**src/rtl/hazard_sequencer.sv**
```systemverilog
// rtl/hazard_sequencer.sv - pipeline hold/bubble/flush sequencer for the 5-stage core
// Load-use and no-forward RAW stalls, taken-branch flushes, multi-cycle EXE holds, stall counter.
module hazard_sequencer #(
   parameter int ADDR_W     = 5,
   parameter int MUL_CYCLES = 4,
   parameter int CNT_W      = 16
) (
   input  logic              clk,
   input  logic              rst,
   input  logic [ADDR_W-1:0] src1_ID,
   input  logic [ADDR_W-1:0] src2_ID,
   input  logic              two_src_ID,
   input  logic [ADDR_W-1:0] dest_EXE,
   input  logic [ADDR_W-1:0] dest_MEM,
   input  logic              WB_EN_EXE,
   input  logic              WB_EN_MEM,
   input  logic              MEM_R_EN_EXE,
   input  logic              forward_EN,
   input  logic              mul_EXE,
   input  logic              branch_taken_EXE,
   output logic              hold_pc,
   output logic              hold_ifid,
   output logic              hold_idex,
   output logic              bubble_idex,
   output logic              bubble_exmem,
   output logic              flush_ifid,
   output logic              mul_busy,
   output logic [CNT_W-1:0]  stall_cycles
);

   typedef enum logic {IDLE, MUL} state_t;

   localparam bit       MUL_MULTI = (MUL_CYCLES > 1);
   localparam logic [3:0] MUL_LOAD = MUL_MULTI ? 4'(MUL_CYCLES - 2) : 4'd0;

   state_t     state, state_nxt;
   logic [3:0] cnt, cnt_nxt;
   logic       match_exe, match_mem, raw, mul_hold;

   // Register 0 is hard-wired, so it never creates a dependency.
   assign match_exe = (dest_EXE != '0) &&
                      ((src1_ID == dest_EXE) || (two_src_ID && (src2_ID == dest_EXE)));
   assign match_mem = (dest_MEM != '0) &&
                      ((src1_ID == dest_MEM) || (two_src_ID && (src2_ID == dest_MEM)));

   assign raw = (MEM_R_EN_EXE && match_exe) ||
                (!forward_EN && ((WB_EN_EXE && match_exe) || (WB_EN_MEM && match_mem)));

   assign mul_hold = ((state == IDLE) && mul_EXE && MUL_MULTI) ||
                     ((state == MUL) && (cnt != 4'd0));

   assign mul_busy = (state == MUL);

   always_comb begin
      state_nxt    = state;
      cnt_nxt      = cnt;
      hold_pc      = 1'b0;
      hold_ifid    = 1'b0;
      hold_idex    = 1'b0;
      bubble_idex  = 1'b0;
      bubble_exmem = 1'b0;
      flush_ifid   = 1'b0;
      // Outputs stay quiet while reset is held; the pipeline resets on its own.
      if (rst) begin
         if (mul_hold) begin
            hold_pc      = 1'b1;
            hold_ifid    = 1'b1;
            hold_idex    = 1'b1;
            bubble_exmem = 1'b1;
            if (state == IDLE) begin
               state_nxt = MUL;
               cnt_nxt   = MUL_LOAD;
            end else begin
               cnt_nxt = cnt - 4'd1;
            end
         end else begin
            if (state == MUL) begin
               state_nxt = IDLE;
            end
            // A squashed ID instruction cannot cause a stall, so flush wins.
            if (branch_taken_EXE) begin
               flush_ifid  = 1'b1;
               bubble_idex = 1'b1;
            end else if (raw) begin
               hold_pc     = 1'b1;
               hold_ifid   = 1'b1;
               bubble_idex = 1'b1;
            end
         end
      end
   end

   always_ff @(posedge clk or negedge rst) begin
      if (!rst) begin
         state        <= IDLE;
         cnt          <= 4'd0;
         stall_cycles <= '0;
      end else begin
         state <= state_nxt;
         cnt   <= cnt_nxt;
         if (hold_pc && !(&stall_cycles)) begin
            stall_cycles <= stall_cycles + {{(CNT_W-1){1'b0}}, 1'b1};
         end
      end
   end

endmodule

```
**config.mk**
```make
export PLATFORM = sky130hd
export DESIGN_NAME = hazard_sequencer
export DESIGN_NICKNAME = d
export VERILOG_FILES = /design/src/rtl/hazard_sequencer.sv
export SDC_FILE = /design/constraint.sdc
export NUM_CORES = 1
export LEC_CHECK = 0
export CAP_MARGIN = 30
export CORE_ASPECT_RATIO = 1.1
export CORE_MARGIN = 5
export CORE_UTILIZATION = 47
export DETAILED_ROUTE_END_ITERATION = 8
export HOLD_SLACK_MARGIN = 0.08
export PLACE_DENSITY = 0.9
export SETUP_SLACK_MARGIN = 0.2
export SLEW_MARGIN = 5
export SYNTH_ARGS = -nofsm -noshare
export SYNTH_HDL_FRONTEND = slang
export SYNTH_SLANG_ARGS = --single-unit
export TNS_END_PERCENT = 1
```
**constraint.sdc**
```tcl
create_clock -name clk -period 6.55 [get_ports clk]
set_input_delay 1.6375 -clock clk [delete_from_list [all_inputs] [get_ports clk]]
set_output_delay 1.6375 -clock clk [all_outputs]
set_load 0.03 [all_outputs]
```
==> results of run 1 <==
[routing by layer]
metal	wire length (um)	share of wire	GRT usage	vias up
met1	1385	0.39	0.1957	600
met5	0	0	0	-
li1	-	-	-	594
met4	118	0.033	0.07958	0
met3	289	0.082	0.02868	15
met2	1747	0.49	0.3264	58
[power groups by stage]
stage               clock network [uW]  logic, uW  registers, uW
floorplan                            0        103            229
global placement                     0        224            194
detailed placement                   0        230            198
CTS                               63.6        231            195
global route                      69.4        249            201
finish                            61.0        229            196
[cell usage after synthesis (all sizes together), types with 2 or more instances]
cell type	number	area [um2]
xor2	30	262.8
dfrtp	21	525.5
nand2	14	52.55
nor2	14	72.57
nor3	9	56.31
inv	7	26.28
o21ai	7	35.03
nand3	6	30.03
buf	4	31.27
xnor2	4	35.03
a21oi	3	18.77
ha	3	37.54
nor2b	3	18.77
nor4	3	31.28
a31oi	2	27.53
a32oi	2	17.52
and3	2	13.77
mux2	2	22.52
o22ai	2	18.77
or4	2	15.01
[worst paths after layout]
kind                                          endpoint  slack (ns)  depth (start not counted)
min in group asynchronous         mul_busy$_DFFE_PN0P_        1.80                          2
max in group asynchronous  stall_cycles[7]$_DFFE_PN0P_        4.52                          2
hold / removal             stall_cycles[5]$_DFFE_PN0P_        0.51                          1
hold reg to reg            stall_cycles[5]$_DFFE_PN0P_        0.51                          1
setup / recovery                               hold_pc        0.99                          8
setup reg to reg           stall_cycles[1]$_DFFE_PN0P_        4.18                          7
[stage by stage]
step	area, um2	std cells	power, uW	util	hold WS, ns
2_1_floorplan	1395	146	332.0	-	0.4586
3_3_place_gp	1923	227	418.3	0.6862	0.4815
3_5_place_dp	1923	227	427.5	0.6862	0.4927
4_1_cts	1951	231	490.0	0.6960	0.5124
5_1_grt	1951	231	519.3	0.6960	0.5270
6_report	1951	231	485.2	0.6960	0.5074
[registers in the layout, summed over array words and instances, names as in the netlist]
| signal | cells |
|---|---|
| mul_busy | 1 |
| cnt | 4 |
| stall_cycles | 16 |
[cells by family (layout without fill, tap and decap cells)]
group,after synthesis,in the layout,synth area share
fa+ha+maj,3,3,0.02691
compound gates,17,17,0.09149
simple gates,58,58,0.2341
xor+xnor,34,34,0.2134
flops,21,21,0.3767
buf+inv,11,63,0.04125
mux,2,2,0.01614
[final cells by class]
class	count	area share
clock buffer	3	0.01155
clock inverter	1	0.002566
inverter	7	0.01347
multi-input combinational	114	0.4163
sequential	21	0.2694
tap	33	0.02117
timing repair buffer	52	0.2656
==> metrics.md, run 1 <==
| Metric | Value |
|---|---|
| Hold-fix buffers, CTS | `0` |
| Ys flop type | `dfrtp_1` |
| P_int | `between 200 and 300 uW` |
| CTS Buf Count | `3` |
| PnR worst setup slack | `slightly below 1 ns` |
| Max-cap violation count | `0` |
| Post-CTS Setup Repair Bufs | `0` |
| Post-Place Setup Slack | `1.017 ns` |
| H-tree depth | `1` |
| HP Start | `stall_cycles[5]$_DFFE_PN0P_` |
| Clk pwr share | `0.126` |
| Detail Route Antenna Nets | `0` |
| Avg WL per Cell | `15.32 um` |
| Rel. slew slack | `0.6043` |
| Slew Viols, Final | `0` |
| TNS Setup | `0 ns` |
| Initial antenna violation count | `0` |
| Bufs and invs on worst path | `3` |
| Die Area | `between 0.004 and 0.005 mm2` |
| Global-route usage over all layers | `0.1787` |
| Die Wd | `61.95 um` |
| Crit share post-route | `0.8482` |
| Most common cell after layout, fill and taps aside | `clkdlybuf4s50_1` |
| CP most frequent cell | `clkdlybuf4s50_1` |
| DR iter-0 viols | `83` |
| Critical path startpoint | `dest_EXE[4]` |
| Largest net degree at the start of global routing | `23` |
| Fillers | `~230` |
| R2R Path Start | `stall_cycles[0]$_DFFE_PN0P_` |
| CTS Buffer Depth | `2` |
| CTS resizes | `0` |
| Residual DRC count | `0` |
| Synthesized area | `0.001395 mm2` |
| Worst Skew | `0.005658 ns` |
| Number of synthesized flops with an enable pin | `0` |
| Dpl hpwl | `about 2.8 mm` |
| Combinational share of power | `0.471` |
| Clock Sinks | `21` |
| Root buffer cell | `clkbuf_4` |
| Slowest-stage cell, CP | `clkdlybuf4s50_1` |
| Routability cong. | `a little under 0.9` |
| CTS tree | `done` |
| Starting Density | `0.4978` |
| Kind of critical path | `primary input to output port` |
| Reg clk slew, reported paths | `0.11 ns` |
| Via count | `1267` |
| VDD IR max | `~0.26 mV` |
| Crit-path cells | `clkdlybuf4s50_1 > xor2_1 > nor4_2 > a32oi_1 > o22ai_2 > a21oi_2 > inv_1 > clkdlybuf4s50_1` |
| PD cells | `248.7 mW/mm2` |
| DRT Pass-1 Iters | `4` |
| Async set-reset flop share out of synthesis | `1.000` |
| Flops & latches, synth | `21` |
| Fin nets | `231` |
| Port bufs | `51` |
| GRT overflow | `0` |
| Setup violations, final | `0` |
| Vias in the first global route | `1389` |
| Critical Path RT | `4.91 ns` |
| Antenna diodes | `0` |
| Switching Share | `0.4138` |
| First-pass GRT wire length | `5.706 mm` |
| CP delay by family, top | `buffers and inverters` |
| Critical Path Max Stage Delay | `0.67 ns` |
| Yosys warnings | `0` |
| HP Class | `flip-flop to flip-flop` |
| Final Hold Viols | `0` |
| Startpoint types | `primary input` |
| Die Height | `67.14 um` |
| Core Region | `0.002803 mm2` |
| NetSw | `200.8 uW` |
| Io pins | `52` |
| Static leakage | `around 0.00086 uW` |
| Vias per inst | `5.485` |
| Status | `complete, no violations` |
| Worst Tran Pin Value | `0.5936 ns` |
| Wirelength, routed | `3.540 mm` |
| Synth-to-Final Area Change | `39.82%` |
| Most frequent cells in the layout | `clkdlybuf4s50_1 (51), xor2_1 (30), dfrtp_1 (21), nand2_1 (14)` |
| Syn Inst Count | `146` |
| Multi-input gate area | `812.0 um2` |
| CP arrival | `3.92 ns` |
| Clock Latency Late Sink | `approximately 0.31 ns` |
| Crit path max fanout | `3` |
| Syn_nets | `~180` |
| Synth cell types | `36` |
| Register area | `525.5 um2` |
| Sequential power share | `0.403` |
| Worst setup EP type | `output port` |
| Fmax | `about 0.18 GHz` |
| Sequential-to-total area share from yosys stat | `0.3767` |
| # rows | `20` |
| Avg Cell Area, Syn | `9.555 um2` |
| Final worst path period need | `about 5.6 ns` |
| RSZ-0062 raised after global routing | `no` |
| Ratio of cells with drive above 1 in the final layout | `0.1061` |
Note: power is estimated with default switching activity, not from simulation.
==> run 2: changes to the inputs <==
--- a/config.mk
+++ b/config.mk
@@ -8,10 +8,10 @@
 export CAP_MARGIN = 30
 export CORE_ASPECT_RATIO = 1.1
 export CORE_MARGIN = 5
-export CORE_UTILIZATION = 47
+export CORE_UTILIZATION = 40
 export DETAILED_ROUTE_END_ITERATION = 8
 export HOLD_SLACK_MARGIN = 0.08
-export PLACE_DENSITY = 0.9
+export PLACE_DENSITY = 0.82
 export SETUP_SLACK_MARGIN = 0.2
 export SLEW_MARGIN = 5
 export SYNTH_ARGS = -nofsm -noshare
==> constraint.sdc (replaced) <==
create_clock -name clk -period 4.8 [get_ports clk]
set_input_delay 1.2 -clock clk [delete_from_list [all_inputs] [get_ports clk]]
set_output_delay 1.2 -clock clk [all_outputs]
set_load 0.03 [all_outputs]
==> run 2 against run 1 <==
- non-clock buffer count increased by 1
- sequential cell count unchanged
- power increased by 35%
- routed wire length decreased by 7.4%
- first-iteration DRC count decreased by 66%
- sequential share of layout area decreased by 0.24 points
- design area increased by 0.90%
- via count decreased by 6.9%
- global-route usage decreased by 3.8 points
- clock skew decreased by 0.0023 ns
- critical path type unchanged
- critical endpoint is now bubble_idex
- largest power group unchanged
==> metrics.md, run 2 (synthesized netlist as in run 1, its figures left out) <==
| Metric | Value |
|---|---|
| Fmax | `between 0.2 and 0.25 GHz` |
| VDD IR max | `0.3186 mV (+22%)` |
| CTS tree | `done` |
| Post-Place Setup Slack | `0.1842 ns (-0.8329 ns)` |
| H-tree depth | `1 (unchanged)` |
| Clk pwr share | `0.127 (about the same)` |
| Dpl hpwl | `2.661 mm (-5.2%)` |
| Worst Tran Pin Value | `0.6310 ns (+0.03740 ns)` |
| Ratio of cells with drive above 1 in the final layout | `0.1256 (+0.01957)` |
| CTS Buf Count | `3 (unchanged)` |
| Residual DRC count | `0 (unchanged)` |
| Crit share post-route | `0.9115` |
| # rows | `22 (+10%)` |
| Slowest-stage cell, CP | `or4_1` |
| Crit-path cells | `clkdlybuf4s50_1 > or4_1 > o21ai_0 > o22ai_2 > o211a_1 > dlygate4sd2_1` |
| Critical Path Max Stage Delay | `0.51 ns (-0.16 ns)` |
| Initial antenna violation count | `0 (unchanged)` |
| Wirelength, routed | `3.279 mm (-7.4%)` |
| Critical Path RT | `3.60 ns (-1.31 ns)` |
| Die Wd | `66.31 um (+7.0%)` |
| First-pass GRT wire length | `5.388 mm (-5.6%)` |
| Static leakage | `0.0008691 uW (+1.5%)` |
| Tot Pwr | `655.5 uW (+35%)` |
| Grt peak-use layer | `met2` |
| Die Height | `71.94 um (+7.1%)` |
| Max-cap violation count | `0 (unchanged)` |
| Met3 usage | `0.03406 (+0.005375)` |
| DRT Pass-1 Iters | `4 (unchanged)` |
| Global-route usage over all layers | `0.1402 (-0.03844)` |
| Vias per inst | `4.773 (-13%)` |
| HP Class | `flip-flop to flip-flop` |
| Final Hold Viols | `0 (unchanged)` |
| Slew Viols, Final | `0 (unchanged)` |
| Kind of critical path | `primary input to output port` |
| Largest register by flop count | `stall_cycles` |
| Crit path max fanout | `3 (unchanged)` |
| Port bufs | `51 (unchanged)` |
| Clock Latency Late Sink | `0.30 ns (about the same)` |
| Startpoint types | `primary input` |
| Via count | `1179 (-6.9%)` |
| Die Area | `0.004770 mm2 (+15%)` |
| Antenna diodes | `0 (unchanged)` |
| Status | `complete, no violations` |
| CP arrival | `3.18 ns (-0.74 ns)` |
| RSZ-0062 raised after global routing | `no` |
| Vias in the first global route | `1235 (-11%)` |
| Final worst path period need | `~4.4 ns` |
| Setup violations, final | `0 (unchanged)` |
| DR iter-0 viols | `28 (-66%)` |
| Most common cell after layout, fill and taps aside | `clkdlybuf4s50_1` |
| NetSw | `269.4 uW (+34%)` |
| Sequential power share | `0.403 (about the same)` |
| PnR worst setup slack | `0.4248 ns (-0.5696 ns)` |
| P_int | `386.1 uW (+36%)` |
| Clock Sinks | `21 (unchanged)` |
| Routability cong. | `0.7901 (-10%)` |
| Area after DPL | `0.001942 mm2 (+0.98%)` |
| Met1 Use GR | `0.1831 (-0.01256)` |
| Hold-fix buffers, CTS | `0 (unchanged)` |
| Starting Density | `0.4154 (-0.08234)` |
| CTS Buffer Depth | `2 (unchanged)` |
| Fin nets | `232 (+0.43%)` |
| Rel. slew slack | `0.5794 (-0.02493)` |
| Combinational share of power | `0.470 (about the same)` |
| PD cells | `333.1 mW/mm2 (+34%)` |
| TNS Setup | `0 ns (unchanged)` |
| GRT overflow | `0 (unchanged)` |
| Met2 Usage GRT | `0.2304 (-0.09599)` |
| Synth-to-Final Area Change | `41.08%` |
| Largest net degree at the start of global routing | `15 (-35%)` |
| Worst setup EP type | `output port` |
| Worst Skew | `0.003317 ns (-0.002341 ns)` |
| Reg clk slew, reported paths | `0.11 ns (about the same)` |
| Root buffer cell | `clkbuf_4` |
| Detail Route Antenna Nets | `0 (unchanged)` |
| Switching Share | `0.4110 (-0.002778)` |
| Design area | `0.001968 mm2 (+0.90%)` |
| Core Region | `0.003358 mm2 (+20%)` |
| Most frequent cells in the layout | `clkdlybuf4s50_1 (47), xor2_1 (30), dfrtp_1 (21), nand2_1 (14)` |
| Io pins | `52 (unchanged)` |
| Max FFs per register | `16 (unchanged)` |
| Avg WL per Cell | `13.28 um (-13%)` |
[run 2: final timing paths]
path	start	endpoint	slack (ns)	cells after the start
setup reg to reg	stall_cycles[0]$_DFFE_PN0P_	stall_cycles[1]$_DFFE_PN0P_	2.40	7
max in group asynchronous	rst	stall_cycles[10]$_DFFE_PN0P_	3.36	2
min in group asynchronous	rst	mul_busy$_DFFE_PN0P_	1.28	2
hold / removal	stall_cycles[15]$_DFFE_PN0P_	stall_cycles[15]$_DFFE_PN0P_	0.51	1
setup / recovery	dest_MEM[2]	bubble_idex	0.42	6
hold reg to reg	stall_cycles[15]$_DFFE_PN0P_	stall_cycles[15]$_DFFE_PN0P_	0.51	1
[run 2: power groups by stage]
stage | clock [uW] | sequential (uW) | combinational (uW)
floorplan | 0 | 313 | 140
global route | 96.1 | 272 | 336
global placement | 0 | 267 | 307
finish | 83.3 | 264 | 308
detailed placement | 0 | 268 | 311
CTS | 87.6 | 264 | 313
[run 2: per-layer routing]
| metal | vias up | share of wire | wire [um] |
|---|---|---|---|
| li1 | 603 | - | - |
| met1 | 535 | 0.46 | 1499 |
| met4 | 0 | 0.0079 | 26 |
| met5 | - | 0 | 0 |
| met3 | 4 | 0.081 | 267 |
| met2 | 37 | 0.45 | 1484 |
[run 2: timing repair]
item / in CTS / in global routing
endpoints found under the setup margin: 1 / 0
buffers inserted: 0 / 0
resized for setup: 1 / 0
endpoints found under the hold margin: 0 / 0
[run 2: critical path, delay by kind of cell]
kind                   cells  cell delay (ns)
buffers and inverters      2             0.83
AOI/OAI and AO/OA          3             0.63
and+or+nand+nor            1             0.51
[run 2: layout make-up]
cell class,count,area (um2)
Clock buffer,3,22.52
Fill cell,311,1390
Timing Repair Buffer,53,516.7
Tap cell,48,60.06
Clock inverter,1,5.005
Multi-Input combinational cell,114,812.0
Sequential cell,21,525.5
Inverter,7,26.28
[run 2: stage by stage]
| step | cells | hold WS (ns) | utilization |
|---|---|---|---|
| after floorplan | 146 | 0.4586 | - |
| after global placement | 243 | 0.4825 | 0.5782 |
| after detailed placement | 243 | 0.4938 | 0.5782 |
| after CTS | 247 | 0.5148 | 0.5861 |
| after global routing | 247 | 0.5382 | 0.5861 |
| final | 247 | 0.5112 | 0.5861 |
